--- config.mk ---
export PLATFORM = sky130hd
export DESIGN_NAME = bin_to_bcd_seq
export DESIGN_NICKNAME = d
export VERILOG_FILES = /design/src/rtl/bin_to_bcd_seq.sv
export SDC_FILE = /design/constraint.sdc
export NUM_CORES = 1
export LEC_CHECK = 0
export ABC_AREA = 1
export CORE_MARGIN = 2
export CORE_UTILIZATION = 25
export CTS_CLUSTER_SIZE = 40
export DETAILED_ROUTE_END_ITERATION = 12
export PLACE_DENSITY = 0.44
export SKIP_CTS_REPAIR_TIMING = 1
export SLEW_MARGIN = 20
export SYNTH_ARGS = -nofsm -noshare
export SYNTH_HDL_FRONTEND = slang
export SYNTH_SLANG_ARGS = --single-unit
--- constraint.sdc ---
create_clock -name clk -period 1.54 [get_ports clk]
set_input_delay 0.308 -clock clk [delete_from_list [all_inputs] [get_ports clk]]
set_output_delay 0.308 -clock clk [all_outputs]
set_load 0.05 [all_outputs]
--- src/rtl/bin_to_bcd_seq.sv ---
// Sequential binary-to-BCD converter (shift-and-add-3), one operand bit per clock.
// Optional two's-complement input handled as sign plus magnitude.
module bin_to_bcd_seq #(
    parameter int WIDTH     = 8,
    parameter int DIGITS    = 3,
    parameter bit SIGNED_EN = 1'b0
) (
    input  logic                  clk,
    input  logic                  rst_n,
    input  logic                  start,
    input  logic [WIDTH-1:0]      a,
    input  logic                  signed_op,
    output logic                  busy,
    output logic                  done,
    output logic [4*DIGITS-1:0]   y,
    output logic                  neg
);

    localparam int CW = $clog2(WIDTH + 1);
    localparam int VW = WIDTH + 4;

    // Decimal digits needed for the largest WIDTH-bit unsigned value.
    function automatic int digits_needed();
        logic [VW-1:0] v;
        int            n;
        v = {4'b0000, {WIDTH{1'b1}}};
        n = 0;
        while (v != '0) begin
            v = v / VW'(10);
            n = n + 1;
        end
        return n;
    endfunction

    localparam int NEED = digits_needed();

    generate
        if (WIDTH < 2 || DIGITS < NEED) begin : g_param_check
            $error("bin_to_bcd_seq: WIDTH must be >= 2 and DIGITS large enough for 2**WIDTH-1");
        end
    endgenerate

    typedef enum logic [1:0] {
        IDLE  = 2'd0,
        SHIFT = 2'd1,
        FIN   = 2'd2
    } state_t;

    state_t                state_reg, state_next;
    logic [4*DIGITS-1:0]   acc_reg, acc_next, acc_adj;
    logic [WIDTH-1:0]      mag_reg, mag_next;
    logic [CW-1:0]         cnt_reg, cnt_next;
    logic                  neg_q_reg, neg_q_next;
    logic [4*DIGITS-1:0]   y_reg;
    logic                  neg_reg;
    logic                  done_reg;
    logic                  take_neg;

    // Add-3 correction on every digit that would overflow past 9 after doubling.
    generate
        for (genvar gi = 0; gi < DIGITS; gi++) begin : g_digit
            assign acc_adj[4*gi +: 4] = (acc_reg[4*gi +: 4] >= 4'd5) ?
                                        acc_reg[4*gi +: 4] + 4'd3 :
                                        acc_reg[4*gi +: 4];
        end
    endgenerate

    assign take_neg = SIGNED_EN && signed_op && a[WIDTH-1];

    always_comb begin
        state_next = state_reg;
        acc_next   = acc_reg;
        mag_next   = mag_reg;
        cnt_next   = cnt_reg;
        neg_q_next = neg_q_reg;
        case (state_reg)
            IDLE, FIN: begin
                if (state_reg == FIN) begin
                    state_next = IDLE;
                end
                if (start) begin
                    state_next = SHIFT;
                    acc_next   = '0;
                    // Negation wraps so the most negative value maps to 2**(WIDTH-1).
                    mag_next   = take_neg ? WIDTH'(~a + 1'b1) : a;
                    cnt_next   = CW'(WIDTH);
                    neg_q_next = take_neg;
                end
            end
            SHIFT: begin
                acc_next = {acc_adj[4*DIGITS-2:0], mag_reg[WIDTH-1]};
                mag_next = {mag_reg[WIDTH-2:0], 1'b0};
                cnt_next = cnt_reg - 1'b1;
                if (cnt_reg == CW'(1)) begin
                    state_next = FIN;
                end
            end
            default: begin
                state_next = IDLE;
            end
        endcase
    end

    always_ff @(posedge clk or negedge rst_n) begin
        if (!rst_n) begin
            state_reg <= IDLE;
            acc_reg   <= '0;
            mag_reg   <= '0;
            cnt_reg   <= '0;
            neg_q_reg <= 1'b0;
            y_reg     <= '0;
            neg_reg   <= 1'b0;
            done_reg  <= 1'b0;
        end else begin
            state_reg <= state_next;
            acc_reg   <= acc_next;
            mag_reg   <= mag_next;
            cnt_reg   <= cnt_next;
            neg_q_reg <= neg_q_next;
            done_reg  <= (state_reg == FIN);
            if (state_reg == FIN) begin
                y_reg   <= acc_reg;
                neg_reg <= neg_q_reg;
            end
        end
    end

    assign busy = (state_reg == SHIFT);
    assign done = done_reg;
    assign y    = y_reg;
    assign neg  = neg_reg;

endmodule

## Word-level counts from Yosys, hierarchy flattened

Cells that the tools add are included.

- $add $sub $neg: 4
- $mul: 0
- Div/mod/pow operators: 0
- Order comparisons: 3
- Equal/unequal tests: 6
- Shifts and indexed selects: 0
- Muxes and demuxes: 13
- Bitwise operators: 0
- Reductions and logical operators: 5

Operators by type and width:

| kind | count |
|---|---|
| $pmux 12 s2 | 1 |
| $pmux 8 s2 | 1 |
| $ge 4x3->1 const B | 3 |
| $mux 12 | 1 |
| $mux 4 | 3 |
| $add 4x2->4 const B | 2 |
| $mux 8 | 1 |
| $pmux 4 s2 | 1 |
| $mux 2 | 3 |
| $eq 4x1->1 const B | 1 |
| $pmux 2 s2 | 1 |
| $reduce_and 2->1 | 2 |
| $sub 4x1->4 const B | 1 |
| $add 3x2->3 const B | 1 |
| $mux 3 | 1 |
| $ne 3x3->1 const B | 1 |
| $eq 2x1->1 const B | 1 |
| $eq 2x2->1 const B | 1 |
| $logic_not 2->1 | 1 |
| $ne 2x1->1 const B | 1 |
| $ne 2x2->1 const B | 1 |
| $reduce_bool 2->1 | 1 |
| $reduce_or 2->1 | 1 |

- Register bits: 39
- Latch bits: 0
- Memory bits (writable): 0
- Bits in read-only memories: 0
- Input port bits: 12
- Output and inout port bits: 15
- Memories: 0

## Depth between registers and ports, before layout

Gate-level depths: netlist of the first run.

- Word-level depth: 4
- Depth in mapped cells: 8

## Worst setup path after synthesis of the first run

OpenSTA, ideal clock, no wires.

- Kind: reg-to-output
- Start point: reg state_reg[1]
- End point: out busy
- Arrival: 899 ps
- Path slack: 333 ps
- Cell stages (with the launch flop): 5
- Buffers on the path: 1
- Cells stage by stage: dfrtp_1 -> inv_1 -> nand2_1 -> inv_1 -> buf_2

- Longest elaborated chain between the ends: 1

RTL lines:

| what | RTL line | source |
|---|---|---|
| start, declared | 49 | `state_t state_reg, state_next;` |
| start signal, assigned | 115 | `state_reg <= state_next;` |
| $eq 2x1->1 | 128 | `assign busy = (state_reg == SHIFT);` |
| end, declared | 13 | `output logic busy,` |

Every way passes these cells.

## Final worst setup path of the first run

- Start point: reg state_reg[0]
- End point: out busy

The elaborated chain is that of the path after synthesis.

==> flow_summary.rst, run 1 <==
.. list-table::
   :header-rows: 1

   * - Metric
     - Value
   * - Post-route clock period utilization
     - 0.953
   * - CP Data Arrival Time
     - 1.16 ns
   * - H-tree depth
     - 2
   * - Cell area power density
     - 2230 nW/um2
   * - Max capacitance violation total
     - 0
   * - First-pass GRT wire length
     - 6700 um
   * - Post-place setup slack
     - 0.0231 ns
   * - Startpoint of the worst-slack reg-to-reg timing path
     - state_reg[0]
   * - Worst slew slack as a fraction of its limit
     - 0.613
   * - Gr usage total
     - 0.100
   * - Post-route minimum period
     - 1.47 ns
   * - Die Width
     - 90.1 um
   * - Wire length per cell
     - 10.9 um
   * - Mapped Cells
     - 213
   * - Portion of the post-synthesis area used by sequential elements
     - 0.526
   * - WP buf/inv
     - 2
   * - Post-layout power
     - 5660 uW
   * - Required time of the worst setup path
     - 1.23 ns
   * - First DRT Iteration DRCs
     - 52
   * - Synth cell types
     - 21
   * - CP Launch Point
     - state_reg[0]
   * - Initial Utilization
     - 0.257
   * - Post-route DRC
     - 0
   * - Vias in the first global route
     - 1451
   * - Detailed-route wire length
     - 3790 um
   * - Total non-filler cell area in the finished layout
     - 2530 um2
   * - Setup slack, reg-to-reg
     - 0.20 ns
   * - Antenna Violating Nets Remaining
     - 0
   * - Io pins
     - 27
   * - Cell area after technology mapping
     - 1850 um2
   * - Total number of clock tree sinks
     - 39
   * - Cell row count
     - 31
   * - Final estimated routing congestion in global placement
     - 0.821
   * - Number of hold violations in the final report
     - 0
   * - Maximum clock insertion buffer count
     - 2
   * - Number of antenna violations at the first check in global routing
     - 0
   * - Slew Limit Fails
     - 0
   * - Worst Max-Slew Pin Slew
     - 0.580 ns
   * - Flip-flop and latch count after synthesis
     - 39
   * - Diode count
     - 0
   * - Clock slew at the register clock pins of the worst setup and hold paths
     - 0.08 ns
   * - Crit path max-delay cell type
     - dfrtp_1
   * - Cell at the root of the clock tree
     - clkbuf_8
   * - Delay-heaviest family, CP
     - flip-flops
   * - Worst-path maximum fanout
     - 3
   * - Post-Place Cells
     - 339
   * - Crit path largest cell delay
     - 0.41 ns
   * - Y dimension of the die
     - 90.1 um
   * - Timing-limited maximum frequency
     - 0.681 GHz
   * - P_leak
     - 0.00121 uW
   * - Setup-failing EPs final
     - 0
   * - Clock latency on the worst-skew pair
     - 0.29 ns
   * - Proportion of layout cells with a drive suffix above 1
     - 0.152
   * - Total via count after detailed routing
     - 1471
   * - Largest clock skew in the final design
     - 0.0106 ns
   * - Worst setup margin
     - 0.0720 ns
   * - Count of synthesis-stage warnings from yosys
     - 0
   * - Final Hold Slack
     - 0.481 ns
   * - Total gr overflow
     - 0
   * - Placed wire-length estimate
     - 2700 um
   * - Average cell area after synthesis
     - 8.71 um2
   * - Type of the worst setup path
     - flip-flop to primary output
   * - Non-filler cells in the finished layout
     - 349
   * - Total of buffers placed on input and output ports
     - 24
   * - Pin count of the biggest net entering global routing
     - 40
   * - Worst IR Drop VDD
     - 0.691 mV
   * - Worst Hold Class
     - flip-flop to flip-flop
   * - Post-placement cell area
     - 2400 um2
   * - Beginning of the worst hold path
     - acc_reg[9]
   * - Number of nets in the synthesized netlist
     - 233
   * - Cell-by-cell listing of the critical path
     - nand2_1, clkinvlp_4, buf_12
   * - Startpoint kind of the worst setup timing path
     - flip-flop
   * - Nets@finish
     - 270
   * - Type of destination of the critical path
     - primary output
   * - TritonCTS clock tree
     - built
   * - Length of the first detailed-routing pass in iterations
     - 6
   * - Die Outline Area
     - 8120 um2
   * - Area growth from synthesis to final layout
     - 36.7%
   * - Placeable core region
     - 7210 um2
   * - Result of the run
     - completed
   * - Inserted Clock Buffers
     - 5
   * - Routed vias/inst
     - 4.21
==> cells by family (layout without fill, tap and decap cells) <==
kind of cell	count (synthesis)	count (layout)	synth area share
buf+inv	31	68	0.0756
flops	39	39	0.526
other cells	1	1	0.00202
compound gates	33	33	0.0972
fa+ha+maj	8	8	0.0540
simple gates	101	101	0.245
==> layer usage <==
metal | wire, um | vias up | global-route usage
li1 | - | 767 | -
met1 | 1910 | 672 | 0.127
met2 | 1680 | 27 | 0.164
met3 | 149 | 5 | 0.0319
met4 | 53 | 0 | 0.0308
met5 | 0 | - | 0
==> cells in the final DEF, fill, tap and decap left out, drive strengths merged, types with 2 or more instances in the layout <==
cell type / netlist / final
dfrtp: 39 / 39
nor3: 8 / 8
clkbuf: 1 / 6
nand4: 6 / 6
buf: 6 / 27
ha: 8 / 8
clkdlybuf4s50: 0 / 9
nand3: 19 / 19
nand2: 56 / 56
inv: 24 / 23
o22ai: 8 / 8
o21ai: 23 / 23
o21bai: 2 / 2
nor2: 11 / 11
==> per-stage QoR <==
stage          utilization  setup TNS (ns)
2_1_floorplan            -               0
3_3_place_gp         0.333               0
3_5_place_dp         0.333               0
4_1_cts              0.347         -0.0351
5_1_grt              0.351         -0.0120
6_report             0.351               0
==> Yosys cell counts <==
master,count,share of area
nand2_1,54,0.11
dfrtp_1,39,0.53
inv_1,23,0.047
nand3_1,19,0.051
o21ai_0,17,0.046
nor2_1,11,0.022
ha_1,8,0.054
nor3_1,8,0.022
o22ai_1,8,0.027
nand4_1,6,0.020
o21ai_1,6,0.016
buf_2,3,0.0081
buf_6,2,0.012
o21bai_1,2,0.0081
buf_4,1,0.0041
clkbuf_2,1,0.0027
conb_1,1,0.0020
inv_2,1,0.0020
nand2_4,1,0.0061
nand2_8,1,0.011
or2_2,1,0.0034
==> tightest hold or removal path, delay by kind of cell, from the launching register on <==
family / cells / cell delay, ns
simple gates: 2 / 0.11
flops: 1 / 0.34
==> area by class of cell <==
class,instances,area (um2)
timing repair buffer,37,500
tap,99,124
fill,773,4680
inverter,24,93.8
clock inverter,1,30.0
sequential,39,976
multi-input combinational,143,738
clock buffer,6,72.6
==> power breakdown <==
part	leakage [uW]	total, uW	internal [uW]	switching [uW]
combinational	0.000684	3040	1320	1720
sequential	0.000475	1810	1470	337
clock	0.0000513	822	475	347
==> path summary, 6_finish.rpt <==
check,end,depth (start not counted)
max,busy,3
min,acc_reg[9],2
max reg2reg,mag_reg[1],6
min reg2reg,acc_reg[9],2
max in group asynchronous,acc_reg[2],3
min in group asynchronous,mag_reg[2],3
Note: power is estimated with default switching activity, not from simulation.
==> run 2: changes to the inputs <==
Settings changed: CORE_MARGIN 2 to default.
==> run 2 against run 1 <==
Net effect:
- worst setup slack improved by 0.043 ns
- clock power decreased by 6.6%
- global-route usage increased by 0.81 points
- clock skew increased by 0.0034 ns
- final cell count decreased by 0.29%
- critical path depth increased by 1
- non-clock buffer count decreased by 2
- critical endpoint unchanged
- largest power group unchanged
- highest routed layer unchanged
==> flow_summary.rst, run 2 (same netlist as run 1, synthesis figures left out) <==
.. list-table::
   :header-rows: 1

   * - Metric
     - Value
   * - Commonest cells after routing, fill and taps aside
     - nand2_1 (54), dfrtp_1 (39), inv_1 (22)
   * - Placeable core region
     - 7210 um2 (unchanged)
   * - Cell row count
     - 31 (unchanged)
   * - Post-route clock period utilization
     - 0.925 (-0.0278)
   * - Number of antenna violations at the first check in global routing
     - 0 (unchanged)
   * - Crit path largest cell delay
     - 0.37 ns (-0.04 ns)
   * - Type of the worst setup path
     - flip-flop to primary output
   * - Io pins
     - 27 (unchanged)
   * - Die Width
     - 88.1 um (-2.2%)
   * - Total non-filler cell area in the finished layout
     - 2520 um2 (-0.69%)
   * - Result of the run
     - completed
   * - Worst setup margin
     - 0.115 ns (+0.0428 ns)
   * - Initial Utilization
     - 0.257 (unchanged)
   * - Startpoint kind of the worst setup timing path
     - flip-flop
   * - CP Data Arrival Time
     - 1.12 ns (-0.04 ns)
   * - Nets@finish
     - 268 (-0.74%)
   * - Diode count
     - 0 (unchanged)
   * - Final estimated routing congestion in global placement
     - 0.746 (-9.1%)
   * - Antenna Violating Nets Remaining
     - 0 (unchanged)
   * - Most common cell after layout, fill and taps aside
     - nand2_1
   * - Net switching power
     - 2380 uW (-0.66%)
   * - Delay-heaviest family, CP
     - buffers and inverters
   * - Y dimension of the die
     - 88.1 um (-2.2%)
   * - P_leak
     - 0.00120 uW (-0.58%)
   * - Sequential power share
     - 0.326 (+0.007)
   * - Cell at the root of the clock tree
     - clkbuf_8
   * - Area growth from synthesis to final layout
     - 35.8%
   * - WP buf/inv
     - 3 (+1)
   * - Internal power
     - 3160 uW (-3.3%)
   * - Worst-path maximum fanout
     - 7 (+4)
   * - Wire length per cell
     - 10.5 um (-3.0%)
   * - Proportion of layout cells with a drive suffix above 1
     - 0.153 (+0.000610)
   * - Type of destination of the critical path
     - primary output
   * - Clock slew at the register clock pins of the worst setup and hold paths
     - 0.08 ns (about the same)
   * - Net switching share of the total power
     - 0.430 (+0.00659)
   * - Largest clock skew in the final design
     - 0.0139 ns (+0.00340 ns)
   * - Detailed-route wire length
     - 3670 um (-3.2%)
   * - Post-placement cell area
     - 2400 um2 (unchanged)
   * - Placed wire-length estimate
     - 2600 um (-3.6%)
   * - First-pass GRT wire length
     - 6500 um (-3.0%)
   * - Worst Max-Slew Pin Slew
     - 0.604 ns (+0.0236 ns)
   * - Number of hold violations in the final report
     - 0 (unchanged)
   * - Fillers
     - 759 (-1.8%)
   * - Cell area power density
     - 2200 nW/um2 (-1.5%)
   * - Relative contribution of the clock network to total power
     - 0.139 (-0.006)
   * - Part of the power in combinational logic
     - 0.536 (about the same)
   * - Vias in the first global route
     - 1449 (-0.14%)
   * - Die Outline Area
     - 7770 um2 (-4.4%)
   * - RSZ-0062 raised after global routing
     - false
   * - Routed vias/inst
     - 4.28 (+1.4%)
   * - Total of buffers placed on input and output ports
     - 24 (unchanged)
   * - Pin count of the biggest net entering global routing
     - 40 (unchanged)
   * - Post-layout power
     - 5540 uW (-2.2%)
   * - Post-route DRC
     - 0 (unchanged)
   * - Inserted Clock Buffers
     - 5 (unchanged)
   * - Total Negative Setup Slacks
     - 0 ns (unchanged)
   * - Timing-limited maximum frequency
     - 0.702 GHz (+3.0%)
   * - H-tree depth
     - 2 (unchanged)
   * - Gr usage total
     - 0.109 (+0.00814)
   * - Clock latency on the worst-skew pair
     - 0.29 ns (about the same)
   * - Total gr overflow
     - 0 (unchanged)
   * - Final Hold Slack
     - 0.487 ns (+0.00565 ns)
   * - Post-route minimum period
     - 1.43 ns (-0.0428 ns)
   * - Total via count after detailed routing
     - 1488 (+1.2%)
   * - First DRT Iteration DRCs
     - 71 (+37%)
   * - Max capacitance violation total
     - 0 (unchanged)
   * - Setup-failing EPs final
     - 0 (unchanged)
   * - Worst Hold Class
     - flip-flop to flip-flop
   * - Worst IR Drop VDD
     - 0.878 mV (+27%)
   * - Required time of the worst setup path
     - 1.23 ns (about the same)
   * - Worst slew slack as a fraction of its limit
     - 0.597 (-0.0157)
   * - Post-place setup slack
     - 0.0237 ns (+0.000612 ns)
   * - Maximum clock insertion buffer count
     - 2 (unchanged)
   * - TritonCTS clock tree
     - built
   * - Total number of clock tree sinks
     - 39 (unchanged)
   * - Crit path max-delay cell type
     - dfrtp_1
   * - Cell-by-cell listing of the critical path
     - inv_1, nand2_1, inv_2, buf_12
   * - Length of the first detailed-routing pass in iterations
     - 4 (-2)
   * - Slew Limit Fails
     - 0 (unchanged)
[run 2: path summary, 6_finish.rpt]
kind                                    from         end  slack [ns]  depth (start not counted)
worst max-delay path            state_reg[1]        busy        0.11                          4
worst min-delay path              cnt_reg[3]  cnt_reg[3]        0.49                          2
worst max register to register    acc_reg[4]  acc_reg[6]        0.24                          8
worst min register to register    cnt_reg[3]  cnt_reg[3]        0.49                          2
max in group asynchronous              rst_n  acc_reg[1]        0.83                          3
min in group asynchronous              rst_n  mag_reg[2]        0.50                          3
[run 2: final cells by class]
type	instances	area [um2]	area share
clock buffers	7	96.3	0.0383
clock inverters	1	7.51	0.00298
inverters	24	90.1	0.0358
flip-flops and latches	39	976	0.388
repair buffers	35	485	0.193
multi-input cells	143	738	0.293
well taps	99	124	0.0492
[run 2: worst register-to-register path: cells and delay by family (launching register included)]
kind	cells	cell delay [ns]
buf+inv	2	0.17
simple gates	5	0.41
flops	1	0.39
fa+ha+maj	1	0.22
[run 2: layer usage]
layer	routed length [um]	share of wire	track usage	vias up
met5	0	0	0	-
met4	42	0.011	0.0352	0
met3	149	0.041	0.0283	5
met2	1600	0.44	0.180	40
met1	1880	0.51	0.138	674
li1	-	-	-	769
[run 2: power groups by stage]
stage,registers (uW),clock network (uW),logic (uW)
global placement,1820,0,2970
CTS,1810,805,3010
detailed placement,1830,0,3000
global route,1860,847,3340
finish,1810,768,2970
floorplan,2080,0,1590
[run 2: per-stage QoR]
| step | utilization | instances |
|---|---|---|
| after detailed placement | 0.333 | 339 |
| after floorplan | - | 213 |
| final | 0.349 | 348 |
| after global placement | 0.333 | 339 |
| after global routing | 0.349 | 348 |
| after CTS | 0.348 | 347 |
